<file path="src/rtl/score_ctrl.sv">
// score_ctrl: per-frame score, lives, invincibility and bomb bookkeeping for the game
module score_ctrl #(
    parameter int INIT_LIVES = 3,
    parameter int INV_FRAMES = 120,
    parameter int MAX_BOMBS  = 3
) (
    input  logic        clk_vga,
    input  logic        rst_n,
    input  logic        frame_start_i,
    input  logic [2:0]  game_status_i,
    input  logic        crash_enemy_bullet_i,
    input  logic        crash_me_enemy_i,
    input  logic        crash_me_bonus_i,
    input  logic        bomb_key_i,
    output logic [15:0] score_o,
    output logic [1:0]  lives_o,
    output logic [1:0]  bombs_o,
    output logic        bomb_fire_o,
    output logic        invincible_o,
    output logic        gameover_o
);
    localparam logic [2:0] ST_RUN     = 3'b001;
    localparam logic [2:0] ST_PRERUN  = 3'b010;
    localparam logic [1:0] LIVES_INIT = 2'(INIT_LIVES);
    localparam logic [1:0] BOMBS_MAX  = 2'(MAX_BOMBS);
    localparam logic [7:0] INV_LOAD   = 8'(INV_FRAMES);

    typedef enum logic [1:0] {IDLE, PLAY, OVER} state_t;

    state_t      state;
    logic        hit_e;
    logic        hit_me;
    logic        hit_bonus;
    logic        prev_bonus;
    logic        key_d;
    logic [7:0]  inv_cnt;
    logic        run;
    logic        eval;
    logic        restart;
    logic        fire;
    logic        lose;
    logic        bonus_add;
    logic [1:0]  bombs_dec;
    logic [15:0] score_inc;

    // Four-digit BCD increment that sticks at 9999
    function automatic logic [15:0] bcd_inc(input logic [15:0] s);
        logic [15:0] r;
        logic        c;
        r = s;
        c = 1'b1;
        for (int i = 0; i < 4; i++) begin
            if (c) begin
                if (r[4*i +: 4] == 4'd9) begin
                    r[4*i +: 4] = 4'd0;
                end else begin
                    r[4*i +: 4] = r[4*i +: 4] + 4'd1;
                    c = 1'b0;
                end
            end
        end
        return (s == 16'h9999) ? s : r;
    endfunction

    // Decode the per-cycle events: frame evaluation, bomb fire, life loss, bonus pickup
    always_comb begin
        run       = state == PLAY && game_status_i == ST_RUN;
        eval      = run && frame_start_i;
        restart   = state != IDLE && game_status_i == ST_PRERUN;
        fire      = run && bomb_key_i && !key_d && bombs_o != 2'd0;
        lose      = eval && hit_me && inv_cnt == 8'd0;
        bonus_add = eval && hit_bonus && !prev_bonus;
        bombs_dec = bombs_o - {1'b0, fire};
        score_inc = bcd_inc(score_o);
    end

    // Game FSM with sticky frame flags; every output is a register
    always_ff @(posedge clk_vga or negedge rst_n) begin
        if (!rst_n) begin
            state        <= IDLE;
            score_o      <= 16'h0000;
            lives_o      <= LIVES_INIT;
            bombs_o      <= 2'd0;
            bomb_fire_o  <= 1'b0;
            invincible_o <= 1'b0;
            gameover_o   <= 1'b0;
            hit_e        <= 1'b0;
            hit_me       <= 1'b0;
            hit_bonus    <= 1'b0;
            prev_bonus   <= 1'b0;
            key_d        <= 1'b0;
            inv_cnt      <= 8'd0;
        end else begin
            key_d       <= bomb_key_i;
            bomb_fire_o <= fire;
            if (restart) begin
                state        <= IDLE;
                score_o      <= 16'h0000;
                lives_o      <= LIVES_INIT;
                bombs_o      <= 2'd0;
                invincible_o <= 1'b0;
                gameover_o   <= 1'b0;
                hit_e        <= 1'b0;
                hit_me       <= 1'b0;
                hit_bonus    <= 1'b0;
                prev_bonus   <= 1'b0;
                inv_cnt      <= 8'd0;
            end else begin
                hit_e     <= state == PLAY && ((hit_e && !frame_start_i) || (run && crash_enemy_bullet_i));
                hit_me    <= state == PLAY && ((hit_me && !frame_start_i) || (run && crash_me_enemy_i));
                hit_bonus <= state == PLAY && ((hit_bonus && !frame_start_i) || (run && crash_me_bonus_i));
                bombs_o   <= (bonus_add && bombs_dec < BOMBS_MAX) ? bombs_dec + 2'd1 : bombs_dec;
                if (state == IDLE && game_status_i == ST_RUN)
                    state <= PLAY;
                if (eval) begin
                    prev_bonus <= hit_bonus;
                    if (hit_e)
                        score_o <= score_inc;
                    if (lose) begin
                        lives_o      <= lives_o - 2'd1;
                        inv_cnt      <= INV_LOAD;
                        invincible_o <= 1'b1;
                        if (lives_o == 2'd1) begin
                            state      <= OVER;
                            gameover_o <= 1'b1;
                        end
                    end else if (inv_cnt != 8'd0) begin
                        inv_cnt      <= inv_cnt - 8'd1;
                        invincible_o <= inv_cnt != 8'd1;
                    end
                end
            end
        end
    end
endmodule

</file>
<file path="config.mk">
export PLATFORM = sky130hd
export DESIGN_NAME = score_ctrl
export DESIGN_NICKNAME = d
export VERILOG_FILES = /design/src/rtl/score_ctrl.sv
export SDC_FILE = /design/constraint.sdc
export NUM_CORES = 1
export LEC_CHECK = 0
export ABC_CLOCK_PERIOD_IN_PS = 3300
export CORE_AREA = 2 2 67 69
export CTS_CLUSTER_SIZE = 25
export DETAILED_ROUTE_END_ITERATION = 12
export DIE_AREA = 0 0 69 71
export PLACE_DENSITY_LB_ADDON = 0.12
export REMOVE_ABC_BUFFERS = 1
export SYNTH_ARGS = -nofsm -noshare
export SYNTH_HDL_FRONTEND = slang
export SYNTH_SLANG_ARGS = --single-unit
</file>
<file path="constraint.sdc">
create_clock -name clk_vga -period 3.3 [get_ports clk_vga]
set_input_delay 0.495 -clock clk_vga [delete_from_list [all_inputs] [get_ports clk_vga]]
set_output_delay 0.495 -clock clk_vga [all_outputs]
set_load 0.03 [all_outputs]
</file>
---- Word level (Yosys, flattened, before mapping) ----
Cells that the tools add are included.
operators by class
  add/sub/neg operators ................... 8
  order comparisons ....................... 1
  equal/unequal tests ..................... 11
  multiplexer cells ....................... 43
  reduce and logical (&&, ||, !) cells .... 47
operators by type and width
  cell                    number
  $mux W16                4
  $mux W8                 4
  $mux W4                 7
  $logic_and A1 B1 Y1     21
  $mux W2                 10
  $mux W1                 18
  $reduce_bool A2 Y1      9
  $add A4 B1 Y4 const B   4
  $eq A16 B16 Y1 const B  1
  $eq A4 B4 Y1 const B    4
  $reduce_and A4 Y1       3
  $logic_not A8 Y1        1
  $ne A8 B1 Y1 const B    1
  $reduce_bool A8 Y1      1
  $sub A8 B1 Y8 const B   1
  $reduce_and A3 Y1       2
  $eq A2 B1 Y1 const B    2
  $reduce_and A2 Y1       2
  $eq A3 B1 Y1 const B    1
  $eq A3 B2 Y1 const B    1
  $logic_not A1 Y1        3
  $logic_or A1 B1 Y1      3
  $reduce_bool A3 Y1      1
  $add A2 B1 Y2 const B   1
  5 further kinds         5
word-level totals
  register bits after elaboration ......... 38
  input bits .............................. 10
  output and inout port bits .............. 23

---- Logic depth before layout (Yosys ltp) ----
  depth in word-level cells ............... 10
  gate-level depth with buffers ........... 11

---- Least setup slack after synthesis ----
No wires, ideal clock.
  kind .................................... input to register
  from .................................... in game_status_i[2]
  to ...................................... reg bombs_o[1]
  setup time .............................. 0.132 ns
  data arrival time ....................... 2.473 ns
  data required time ...................... 3.168 ns
  slack ................................... 0.695 ns
  cell stages on the path ................. 11
  cells stage by stage .................... and4bb_4 -> buf_4 -> nor2b_1 -> nor4bb_1 -> ha_1 -> xor2_1 -> ha_1 -> nor2_1 -> nand4_1 -> mux2i_1 -> nor2_1
on the way
  word-level cells in the longest chain between the ends .. 10
  elaborated cells between the ends (all ways) .. 16
  classes of those cells .................. add/sub: 2; order compare: 1; eq/ne: 2; mux: 2; reduce/logical: 9
RTL lines
  element                                line  text
  start, declared                        10    input logic [2:0] game_status_i,
  $eq A3 B1 Y1 (*)                       67    run = state == PLAY && game_status_i == ST_RUN;
  $logic_and A1 B1 Y1 (*)                67
  $logic_and A1 B1 Y1 (*) (3 in series)  70    fire = run && bomb_key_i && !key_d && bombs_o != 2'd0;
  via fire                               40    logic fire;
  $sub A2 B1 Y2 (*)                      73    bombs_dec = bombs_o - {1'b0, fire};
  $lt A2 B2 Y1                           112   bombs_o <= (bonus_add && bombs_dec < BOMBS_MAX) ? bombs_dec + 2'd1 : bombs_dec;
  $logic_and A1 B1 Y1                    112
  $mux W2 (*)                            112
  $mux W2 (*)                            96    if (restart) begin
  end signal, assigned                   112
  end, declared                          17    output logic [1:0] bombs_o,
The timed path passes the listed nets; every way through them passes the cells marked *.
A chain may end at the register's enable or synchronous reset.

---- Worst setup path after layout ----
Ends and elaborated chain as after synthesis.

==> results.ini <==
[clocking]
cts_resized=0
clkLatencyLatePin_ps=290
postCtsSetupBuffers=0
root_buffer=clkbuf_8
cts_made_buffers=5
cts.clk_slew.worst_paths_ps=80
htreeDepth=2
cts_tree=built
postCtsHoldBufs=0
cts_sinks=38
clockBufferDepth=2

[worst_setup_path]
critical-path-max-stage-delay_ps=460
worstSetupPathType=input port to flip-flop
cp.arrival_ps=2950
rr_startpoint=state[1]$_DFF_PN0_
critical_path_required_ps=3450
worstReg2RegEnd=bombs_o[1]$_DFF_PN0_
crit_chain=clkdlybuf4s50_1, and4bb_4, nor2b_1, nor4bb_1, ha_1, xor2_1, ha_1, nor2_1, nand4_1, mux2i_1, nor2_1
cp_slowest_cell=clkdlybuf4s50_1
startpoint_type=input port
cp_max_fo=4
cp.depth=11
crit_family=simple AND/OR/NAND/NOR gates
reg2reg_slack_ps=770
cp_num_buf_inv=1
worstSetupEndpointType=flip-flop
ff2ff_path_depth=10

[final_layout]
area_growth_syn_to_layout_pct=22.6
final_common_cell=dfrtp_1
n_fill_cell=352
final_cell_mix=dfrtp_1 (36), clkdlybuf4s50_1 (31), nand2_1 (22), a21oi_1 (18), nor2_1 (14)
insertedDiodeCount=0
drive_above_1_share=0.0881
nets=275

[detailed_routing]
vias_per_cell=5.72
wl_mm=4.49
routedWlPerCell_um=14.4
ant_nets=0
first_iter_violations=88
first_pass_iters=4
vias=1790
drc_errors=0

[sta]
fin_ws_ps=503
drv_slew=0
worst_slew_pin_slew_ps=849
finalCritPeriodShare=0.848
setup-tns-final_ps=0
finalHoldViolations=0
rsz0062_at_grt=no
fin_crit_ps=2800
fin_skew_ps=4.97
max_freq_mhz=357
setup_violations=0
timing.slew.headroom=0.434

[logic_synthesis]
syn_area_mm2=0.00213
synthDistinctLibCells=55
synth_seq_cells=38
synth-edff-count=0
syn-instance-count=222
synthTopCellsByArea=dfrtp_1 (42%), a21oi_1 (4.2%), nand2_1 (3.9%), mux2i_1 (3.3%), ha_1 (2.9%)
synth.largest_area_cell=dfrtp_1
synth-main-ff-cell=dfrtp_1
async_flop_share=1.00
ys_warn_count=0
synth-seq-area-share=0.448
avgSynthCellArea_um2=9.58
synth_top_area_frac=0.424

[die]
coreArea_mm2=0.00420
die_area_mm2=0.00490
ios=33
die_w_um=69
die_y_um=71
start_util=0.506
rows=24

[global_routing]
grtUsageMet1=0.258
grt_pass1_vias=1687
met2_usage=0.322
busiest_layer=met2
groute.usage.overall=0.194
grt_pass1_wl_mm=7.71
met3_usage=0.0484
grt_start_max_net_pins=39
antenna_found_initial=0
grt_overflow=0

[flow_run]
timing.max_cap.violations=0

[placed_design]
port_buffers=32
post-dp-hpwl_mm=3.12
dpl_worst_slack_ps=183
place_congestion=0.757

[run_status]
status=completed

[worst_hold_path]
hold_class=input port to asynchronous set/reset pin

[pwr]
peakVddDrop_mv=0.372
pwr_density_cell_mw_per_mm2=495
p_leak_nw=1.09

==> state kept, by name, summed over array words and instances, names as in the netlist, 2 cells and up <==
name / count
score_o: 16
inv_cnt: 8
bombs_o: 2
lives_o: 2
state: 2
==> synthesized netlist by cell type, types with 2 or more instances <==
| cell type | n |
|---|---|
| dfrtp_1 | 36 |
| or3_1 | 8 |
| and4bb_1 | 2 |
| nor2_1 | 14 |
| nor3b_1 | 2 |
| nand2b_1 | 4 |
| ha_1 | 5 |
| xnor2_1 | 4 |
| nand4_1 | 5 |
| inv_1 | 12 |
| and3_1 | 2 |
| a31oi_1 | 3 |
| nor4bb_1 | 3 |
| a21oi_1 | 18 |
| nand2_1 | 22 |
| a22oi_1 | 3 |
| o21ai_1 | 7 |
| o211ai_1 | 4 |
| dfstp_2 | 2 |
| o21ai_0 | 8 |
| and4_1 | 3 |
| nand3_1 | 6 |
| nor2b_1 | 7 |
| mux2i_1 | 7 |
| clkbuf_1 | 4 |
| o31ai_1 | 2 |
==> metal layers <==
metal / share of wire / up-vias
met2: 0.46 / 37
met3: 0.044 / 6
met1: 0.49 / 861
li1: - / 886
met4: 0.011 / 0
met5: 0 / -
==> through the flow <==
stage               hold WS, ps  area [µm²]  power, mW  instances   util
CTS                         337        2610       1.30        313  0.620
global route                372        2610       1.37        313  0.620
detailed placement          412        2520      0.965        305  0.599
finish                      306        2610       1.29        313  0.620
floorplan                   199        2100      0.855        216      -
global placement            427        2520      0.956        305  0.599
==> logic make-up after synthesis <==
group / Yosys count / synth area share
buf+inv: 18 / 0.0341
xor+xnor: 5 / 0.0206
simple gates: 92 / 0.260
flops: 38 / 0.448
mux: 8 / 0.0400
compound gates: 56 / 0.168
fa+ha+maj: 5 / 0.0294
==> worst max-delay path by stage <==
stage / start / to / slack [ps]
floorplan: game_status_i[2] / bombs_o[1]$_DFF_PN0_ / 770
global placement: game_status_i[2] / bombs_o[1]$_DFF_PN0_ / 270
detailed placement: game_status_i[2] / bombs_o[1]$_DFF_PN0_ / 180
CTS: game_status_i[2] / bombs_o[1]$_DFF_PN0_ / 480
global route: game_status_i[2] / bombs_o[1]$_DFF_PN0_ / 320
finish: game_status_i[2] / bombs_o[1]$_DFF_PN0_ / 500
==> power breakdown <==
group	switching [mW]	internal [mW]	total, mW	leakage [nW]
Clock	0.164	0.171	0.335	0.0455
Sequential	0.0677	0.524	0.592	0.512
Combinational	0.194	0.170	0.364	0.533
Total	0.426	0.865	1.29	1.09
==> cell type report <==
class,instances,area (µm²),share of cell area
tap,52,65.1,0.0250
inverter,12,45.0,0.0173
sequential,38,953,0.366
timing repair buffer,37,353,0.135
multi-input combinational,166,1100,0.422
clock buffer,8,90.1,0.0346
==> worst register-to-register path: stages (launching register included) <==
cell and delay (ps):
dfrtp_1 430, and4bb_4 320, nor2b_1 190, nor4bb_1 390
ha_1 230, xor2_1 220, ha_1 190, nor2_1 40
nand4_1 130, mux2i_1 200, nor2_1 50
Note: power is estimated with default switching activity, not from simulation.
